$ cat src/rtl/sel_arb2.sv
// Two-requester round-robin arbiter that drives the select of a downstream 2:1 selector.
// Grants are registered, mutually exclusive, and limited to MAX_BURST cycles while the other side waits.
module sel_arb2 #(
  parameter  int MAX_BURST = 4,
  localparam int CNT_W     = $clog2(MAX_BURST + 1)
) (
  input  logic             clk,
  input  logic             rst_n,
  input  logic             req_a,
  input  logic             req_b,
  output logic             gnt_a,
  output logic             gnt_b,
  output logic             sel,
  output logic             sw,
  output logic [CNT_W-1:0] burst_cnt,
  output logic [1:0]       dbg_state
);

  typedef enum logic [1:0] {
    S_IDLE  = 2'd0,
    S_GNT_A = 2'd1,
    S_GNT_B = 2'd2
  } state_t;

  localparam logic [CNT_W-1:0] MAX_CNT = CNT_W'(MAX_BURST);
  localparam logic [CNT_W-1:0] ONE_CNT = CNT_W'(1);

  // Request/grant protocol: req_x is a level held until the source is done;
  // gnt_x rises the cycle after req_x is sampled and the source owns the selector while gnt_x is high.
  state_t           r_state;
  logic [CNT_W-1:0] r_cnt;
  logic             r_last;   // last-served source: 0 = A, 1 = B
  logic             r_sel;
  logic             r_sw;

  state_t           w_state_nxt;
  logic [CNT_W-1:0] w_cnt_nxt;
  logic             w_last_nxt;
  logic             w_sel_nxt;

  always_ff @(posedge clk or negedge rst_n) begin
    if (!rst_n) begin
      r_state <= S_IDLE;
      r_cnt   <= '0;
      r_last  <= 1'b1;
      r_sel   <= 1'b0;
      r_sw    <= 1'b0;
    end else begin
      r_state <= w_state_nxt;
      r_cnt   <= w_cnt_nxt;
      r_last  <= w_last_nxt;
      r_sel   <= w_sel_nxt;
      r_sw    <= (w_sel_nxt != r_sel);
    end
  end

  always_comb begin
    w_state_nxt = r_state;
    w_cnt_nxt   = r_cnt;
    w_last_nxt  = r_last;
    case (r_state)
      S_IDLE: begin
        if (req_a && (!req_b || r_last)) begin
          w_state_nxt = S_GNT_A;
          w_cnt_nxt   = ONE_CNT;
        end else if (req_b) begin
          w_state_nxt = S_GNT_B;
          w_cnt_nxt   = ONE_CNT;
        end else begin
          w_cnt_nxt   = '0;
        end
      end
      S_GNT_A: begin
        if (!req_a) begin
          w_last_nxt  = 1'b0;
          w_state_nxt = req_b ? S_GNT_B : S_IDLE;
          w_cnt_nxt   = req_b ? ONE_CNT : '0;
        end else if (r_cnt == MAX_CNT) begin
          // Burst exhausted: yield if B waits, otherwise start a fresh burst.
          w_cnt_nxt = ONE_CNT;
          if (req_b) begin
            w_state_nxt = S_GNT_B;
            w_last_nxt  = 1'b0;
          end
        end else begin
          w_cnt_nxt = r_cnt + ONE_CNT;
        end
      end
      S_GNT_B: begin
        if (!req_b) begin
          w_last_nxt  = 1'b1;
          w_state_nxt = req_a ? S_GNT_A : S_IDLE;
          w_cnt_nxt   = req_a ? ONE_CNT : '0;
        end else if (r_cnt == MAX_CNT) begin
          w_cnt_nxt = ONE_CNT;
          if (req_a) begin
            w_state_nxt = S_GNT_A;
            w_last_nxt  = 1'b1;
          end
        end else begin
          w_cnt_nxt = r_cnt + ONE_CNT;
        end
      end
      default: begin
        w_state_nxt = S_IDLE;
        w_cnt_nxt   = '0;
      end
    endcase
  end

  // sel follows the owner and holds its value through idle periods.
  always_comb begin
    w_sel_nxt = r_sel;
    if (w_state_nxt == S_GNT_A) w_sel_nxt = 1'b0;
    if (w_state_nxt == S_GNT_B) w_sel_nxt = 1'b1;
  end

  always_comb begin
    gnt_a     = (r_state == S_GNT_A);
    gnt_b     = (r_state == S_GNT_B);
    sel       = r_sel;
    sw        = r_sw;
    burst_cnt = r_cnt;
    dbg_state = r_state;
  end

endmodule

$ cat config.mk
export PLATFORM = sky130hd
export DESIGN_NAME = sel_arb2
export DESIGN_NICKNAME = d
export VERILOG_FILES = /design/src/rtl/sel_arb2.sv
export SDC_FILE = /design/constraint.sdc
export NUM_CORES = 1
export LEC_CHECK = 0
export CAP_MARGIN = 20
export CORE_AREA = 2 2 39 41
export CTS_CLUSTER_SIZE = 14
export DETAILED_ROUTE_END_ITERATION = 7
export DIE_AREA = 0 0 41 43
export DONT_BUFFER_PORTS = 1
export GPL_TIMING_DRIVEN = 0
export REMOVE_ABC_BUFFERS = 1
export SYNTH_ARGS = -nofsm -noshare
export SYNTH_HDL_FRONTEND = slang
export SYNTH_SLANG_ARGS = --single-unit
export TNS_END_PERCENT = 100
$ cat constraint.sdc
create_clock -name clk -period 5.31 [get_ports clk]
set_input_delay 0.531 -clock clk [delete_from_list [all_inputs] [get_ports clk]]
set_output_delay 0.531 -clock clk [all_outputs]
set_load 0.03 [all_outputs]
Yosys cells after proc, flatten, opt, wreduce, memory -nomap -nowiden

Cells that the tools add are included.

Register bits after elaboration: 8
Input bits: 4
Output and inout port bits: 9
Word-level logic and storage cells: 48

$add $sub $neg: 1
Equal/unequal tests: 10
Muxes and demuxes: 26
Reductions and logical operators: 6

Operator list:

| cell                                                                    | count |
|---|---|
| 2-bit 2-to-1 mux                                                        | 8 |
| 1-bit 2-to-1 mux                                                        | 12 |
| 3-bit 2-to-1 mux                                                        | 3 |
| 3-bit one-hot mux with 3 select lines                                   | 1 |
| 3-bit by 2-bit inequality test with 1-bit output, second input constant | 2 |
| 3-bit inequality test, second input constant                            | 2 |
| 2-bit one-hot mux with 3 select lines                                   | 1 |
| 5-bit AND reduction                                                     | 1 |
| 2-bit by 1-bit == test with 1-bit output, second input constant         | 2 |
| 2-bit == test, second input constant                                    | 2 |
| 3-bit by 1-bit adder with 3-bit output, second input constant           | 1 |
| 3-bit == test, second input constant                                    | 1 |
| 2-bit logical NOT                                                       | 1 |
| 1-bit one-hot mux with 2 select lines                                   | 1 |
| 2-bit nonzero test                                                      | 1 |
| 1-bit logical AND                                                       | 1 |
| 1-bit logical NOT                                                       | 1 |
| 1-bit logical OR                                                        | 1 |
| 1-bit inequality test                                                   | 1 |

Longest topological paths before layout

Gate-level depths: netlist (run 1).

Depth in word-level cells: 9
Depth in mapped cells: 9
Depth with buffers taken out: 8

Worst setup path before layout (run 1)

Ideal clock, no wire load.

Kind: flip-flop to flip-flop
From: register r_state[0], in the netlist dbg_state[0]
To: register r_sel, in the netlist sel
Library setup time: 73 ps
Arrival: 2,153 ps
Data required time: 5,237 ps
Slack: 3,084 ps
Stages on the path, launching flop included: 10
Buffers on the path: 1
Clock period less this slack: 2,226 ps
Path through: dfrtp_1 > inv_1 > ha_1 > buf_2 > nand2_1 > nor3b_2 > a21oi_1 > o32a_4 > nor2_1 > a2bb2oi_2

Elaborated cells between the ends (all ways): 15
Those cells by class: 4 x eq/ne; 10 x mux; 1 x reduce/logical

RTL lines:

| item                                     | line | text |
|---|---|---|
| start, declared                          | 30   | `state_t r_state;` |
| start signal, assigned                   | 49   | `r_state <= w_state_nxt;` |
| 2-bit == test *                          | -    |  |
| named net gnt_b                          | 12   | `output logic gnt_b,` |
| 2-bit one-hot mux with 3 select lines *  | 61   | `case (r_state)` |
| 2-bit by 1-bit == test with 1-bit output | 114  | `if (w_state_nxt == S_GNT_A) w_sel_nxt = 1'b0;` |
| 1-bit 2-to-1 mux                         | 114  |  |
| 1-bit 2-to-1 mux *                       | 115  | `if (w_state_nxt == S_GNT_B) w_sel_nxt = 1'b1;` |
| named net w_sel_nxt                      | 39   | `logic w_sel_nxt;` |
| end signal, assigned                     | 52   | `r_sel <= w_sel_nxt;` |
| end, declared                            | 33   | `logic r_sel;` |

Mark *: on every way through the listed nets, which the timed path passes. The rest lies on a longest branch.
A chain may end at the register's enable or synchronous reset.

Worst setup path in the final report (run 1)

Same ends and word-level chain as after synthesis.

==> qor.csv, run 1 <==
metric,value,unit
Netlist cell types,31,
antenna violations before repair,0,
setup tns final,0,ns
GRT Residual Overflow,0,
Clock Latency Late Sink,0.25,ns
Placed Cells,76,
global-route wire length before repair,1.97,mm
period utilisation layout,0.459,
initial core utilization,0.416,
RSZ-0062 raised after global routing,false,
Synth Area in XOR/XNOR,0,
Synth Area in Adders,0.130,
"non-filler cells, final",81,
Post-CTS Setup Repair Bufs,0,
Total Routing Usage GR,0.165,
Worst Setup Start Kind,register,
Slew HR,0.610,
CTS Buf Count,3,
Yosys top cell by area,dfrtp_1,
Post-synth top cells,"dfrtp_1, nand2_1, ha_1",
syn avg cell area,9.44,um^2
cell area after layout,627,um^2
crit path kind,register to register,
Syn Inst Count,61,
Final GP Congestion,0.795,
count of pins over their slew limit,0,
htree depth,1,
Reg2Reg Depth,8,
vias in the first global route,433,
Synth Area in Compound Gates,0.296,
Post-synth ARST share,1.00,
RR Startpoint,dbg_state[0],
FMAX,0.410,GHz
outcome,"complete, no violations",
DR vias,442,
I/O Buffers,0,
WL/cell,14.0,um
"Top FF cell, synth",dfrtp_1,
crit path DAT,2.62,ns
CTS tree,done,
leakage power figure,0.000275,uW
fraction of the mapped netlist area in simple logic gates,0.170,
CP required,5.49,ns
drt first pass iters,4,
die height,43,um
# setup viols final,0,
Power Density,605,nW/um^2
clock slew at reported path FFs,0.05,ns
vias per inst,5.46,
largest family of logic cells by synthesized area,compound AO/OA/AOI/OAI gates,
setup ws final,2.87,ns
# rows,14,
Final ANT Viol Nets,0,
largest net degree at the start of global routing,10,
# IOs,13,
placed wire-length estimate,881,um
count of warnings emitted by yosys,0,
drt drc,0,
Setup crit end kind,register,
core area,1380,um^2
die area,1760,um^2
Slew @ Worst Pin,0.586,ns
sequential area share after synthesis,0.350,
Critical Path Start,dbg_state[0],
fraction of layout cells with a size suffix above 1,0.185,
Post-Route Utilization,0.453,
post-placement cell area,591,um^2
Root Driver,clkbuf_4,
Iter 0 DRT Violations,16,
n_diodes,0,
Synth top area share,0.304,
Max rail drop VDD,316,uV
chip width,41,um
multiplexer share of the synthesized area,0,
Post-synth EDFFs,0,
Place WS,2.88,ns
"flops & latches, synth",8,
Sink Count,8,
synth top area cells,"dfrtp_1, ha_1, dfstp_2",
FF-to-FF setup slack,2.87,ns
Final nets,76,
drt total wl,1.14,mm
Layout area overhead,8.91,%
Max Fanout on Critical Path,9,
"Hold Violations, Final",0,
Final min period,2.44,ns
Clock Path Buffers,2,
max-cap violations,0,
Setup Skew,0.00472,ns
synthesized cell area,576,um^2
Reg-to-Reg End,sel,
worst min path class,input pin to async pin,
==> repair_timing <==
item                                    4_1_cts  5_1_grt
endpoints found under the hold margin         7        0
endpoints found under the setup margin        0        0
hold buffers                                  1        0
resized for setup                             0        0
==> registers in the layout, indices dropped and copies added (netlist names) <==
| name | flops |
|---|---|
| burst_cnt | 3 |
| dbg_state | 2 |
| r_last | 1 |
| sel | 1 |
| sw | 1 |
==> power breakdown <==
part / internal (uW) / switching, uW
logic: 75.1 / 101
clock network: 28.6 / 18.7
registers: 86.9 / 69.4
total: 191 / 189
==> worst max-delay path, cell delays in order (launching register included) <==
cell and delay (ns):
dfrtp_1 0.57, inv_1 0.17, ha_1 0.54, nand2_1 0.18, nor3b_2 0.18, a21oi_1 0.07, o32a_4 0.40, nor2_1 0.14
a2bb2oi_2 0.13
==> worst max path at each step <==
stage / to / slack, ns / depth (start not counted)
2_1_floorplan: sel / 3.12 / 8
3_3_place_gp: sw / 2.90 / 7
3_5_place_dp: sw / 2.88 / 7
4_1_cts: sw / 2.87 / 7
5_1_grt: sel / 2.71 / 8
6_report: sel / 2.87 / 8
==> through the flow <==
stage                     hold WS, ns  power, uW
final                           0.129        379
after global routing            0.106        410
after CTS                       0.117        382
after detailed placement        0.236        331
after global placement          0.236        329
after floorplan                 0.235        297
==> kinds of logic after synthesis <==
logic type,after synthesis
simple gates,19
flops,8
buf+inv,8
fa+ha+maj,6
compound gates,20
==> layer usage <==
layer / vias to the layer above / wire length, um / track usage
met1: 203 / 513 / 0.236
met4: 0 / 0 / 0.0800
met5: - / 0 / 0
met2: 10 / 568 / 0.241
li1: 229 / - / -
met3: 0 / 54 / 0.0157
==> area by class of cell <==
type                    count  area (um^2)
well taps                  16         20.0
repair buffers              1         10.0
clock buffers               4         26.3
inverters                   7         26.3
flip-flops and latches      8          201
fillers                   141          757
multi-input cells          45          343
==> cell usage in the layout, fill, tap and decap left out, drive strengths merged, types with 2 or more instances in the layout <==
cell type / count
nand2: 7
dfrtp: 7
ha: 6
inv: 6
a21oi: 5
clkbuf: 4
nand3: 3
nor2: 3
o21ai: 3
nor2b: 2
a221oi: 2
nor3b: 2
(Power assumes the default switching activity.)
==> run 2, diff against run 1 <==
==> constraint.sdc (replaced) <==
create_clock -name clk -period 2 [get_ports clk]
set_input_delay 0.2 -clock clk [delete_from_list [all_inputs] [get_ports clk]]
set_output_delay 0.2 -clock clk [all_outputs]
set_load 0.03 [all_outputs]
==> run 2 against run 1 <==
Net effect:
- sequential power rose to 2.8 times the previous value
- critical path depth unchanged
- non-clock buffer count up 3
- sequential share of layout area down 2.2 points
- setup slack worse by 2.7 ns
- die area unchanged
- flip-flop and latch count unchanged
- cell area up 10%
- count of clock-buffer cells in the layout unchanged
- fmax up 30%
==> qor.csv, run 2 (same netlist as run 1, synthesis figures left out) <==
metric,value,unit,change
DR vias,458,,+3.6%
"commonest non-fill, non-tap cell in the layout",nand2_1,,
Final nets,79,,+3.9%
outcome,"complete, no violations",,
worst min path class,input pin to register,,
cell area after layout,691,um^2,+10%
# rows,14,,unchanged
Power Density,1620,nW/um^2,+170%
Worst Setup Start Kind,register,,
drt first pass iters,6,,+2
Final min period,1.87,ns,-0.566 ns
Tot Pwr,1120,uW,+190%
Total Routing Usage GR,0.164,,-0.00102
clock slew at reported path FFs,0.05,ns,about the same
Slew @ Worst Pin,0.399,ns,-0.186 ns
Layout area overhead,20.0,%,
FF-to-FF setup slack,0.13,ns,-2.74 ns
Max rail drop VDD,858,uV,+170%
CP required,2.18,ns,-3.31 ns
placed wire-length estimate,881,um,unchanged
Clock Path Buffers,2,,unchanged
WHS,0.126,ns,-0.00280 ns
count of pins over their slew limit,0,,unchanged
fraction of layout cells with a size suffix above 1,0.353,,+0.168
chip width,41,um,unchanged
FMAX,0.534,GHz,+30%
die height,43,um,unchanged
# IOs,13,,unchanged
post-placement cell area,591,um^2,unchanged
initial core utilization,0.416,,unchanged
largest net degree at the start of global routing,9,,-1
antenna violations before repair,0,,unchanged
hold path depth,2,,
Hold Path End,burst_cnt[0],,
die area,1760,um^2,unchanged
period utilisation layout,0.936,,+0.477
Post-Route Utilization,0.499,,+0.0461
Max Fanout on Critical Path,7,,-2
Root Driver,clkbuf_4,,
crit path kind,register to register,,
Reg2Reg Depth,8,,unchanged
vias per inst,5.45,,about the same
drt total wl,1.18,mm,+3.7%
Final GP Congestion,0.795,,unchanged
Slew HR,0.734,,+0.124
htree depth,1,,unchanged
RR Startpoint,dbg_state[0],,
most frequent cells in the layout,"nand2_1, a21oi_1, dfrtp_2",,
Iter 0 DRT Violations,13,,-3
setup tns final,0,ns,unchanged
I/O Buffers,0,,unchanged
CTS Buf Count,3,,unchanged
core area,1380,um^2,unchanged
leakage power figure,0.000280,uW,+1.9%
Final ANT Viol Nets,0,,unchanged
Clock Latency Late Sink,0.25,ns,about the same
max-cap violations,0,,unchanged
Setup Skew,0.00487,ns,+0.000150 ns
global-route wire length before repair,1.97,mm,+0.36%
"Hold Violations, Final",0,,unchanged
fill count,132,,-6.4%
Setup crit end kind,register,,
Reg-to-Reg End,sel,,
vias in the first global route,435,,+0.46%
CTS tree,done,,
Worst Min Path Start,req_a,,
WL/cell,14.0,um,about the same
Sink Count,8,,unchanged
crit path DAT,2.05,ns,-0.57 ns
drt drc,0,,unchanged
n_diodes,0,,unchanged
GRT Residual Overflow,0,,unchanged
# setup viols final,0,,unchanged
flip-flop count of the largest register after layout,3,,unchanged
## run 2: cell type report
| type | instances | area, um^2 | area share |
|---|---|---|---|
| Multi-Input combinational cell | 45 | 380 | 0.551 |
| Tap cell | 16 | 20.0 | 0.0290 |
| Timing Repair Buffer | 4 | 31.3 | 0.0453 |
| Inverter | 7 | 26.3 | 0.0380 |
| Sequential cell | 8 | 206 | 0.299 |
| Clock buffer | 4 | 26.3 | 0.0380 |
## run 2: report_power, final
part | internal, uW | total, uW | leakage, uW | switching, uW
sequential | 239 | 431 | 0.0000953 | 192
combinational | 259 | 559 | 0.000170 | 300
clock | 76.0 | 126 | 0.0000150 | 50.3
## run 2: metal layers
metal / up-vias / GRT usage / share of wire
met5: - / 0 / 0
met4: 0 / 0.0800 / 0
met3: 0 / 0.0157 / 0.048
met2: 12 / 0.231 / 0.49
met1: 212 / 0.242 / 0.46
li1: 234 / - / -
## run 2: what timing repair did
item                                   CTS  global route
buffers inserted                         2             1
hold buffers                             1             0
gates resized for setup                  5             8
endpoints found under the hold margin    8             0
pin swaps                                0             1
setup endpoints to repair                4             2
## run 2: worst max-delay path, cell delays in order, from the launching register on
cell       delay [ns]
dfrtp_2          0.52
inv_2            0.13
ha_4             0.24
nand2_2          0.09
nor3b_2          0.15
a21oi_1          0.07
o32a_4           0.36
nor2_2           0.13
a2bb2oi_2        0.12
## run 2: through the flow
step	setup slack (ns)	std cells
2_1_floorplan	-0.193	60
3_3_place_gp	-0.408	76
3_5_place_dp	-0.434	76
4_1_cts	0.00828	83
5_1_grt	-0.00794	84
6_report	0.127	84
## run 2: how the worst max path moves through the flow
stage,start,to,slack (ns),cells past startpoint
2_1_floorplan,dbg_state[0],sel,-0.19,8
3_3_place_gp,dbg_state[0],sw,-0.41,7
3_5_place_dp,dbg_state[0],sw,-0.43,7
4_1_cts,dbg_state[0],sw,0.008,7
5_1_grt,dbg_state[0],sw,-0.008,7
6_report,dbg_state[0],sel,0.13,8
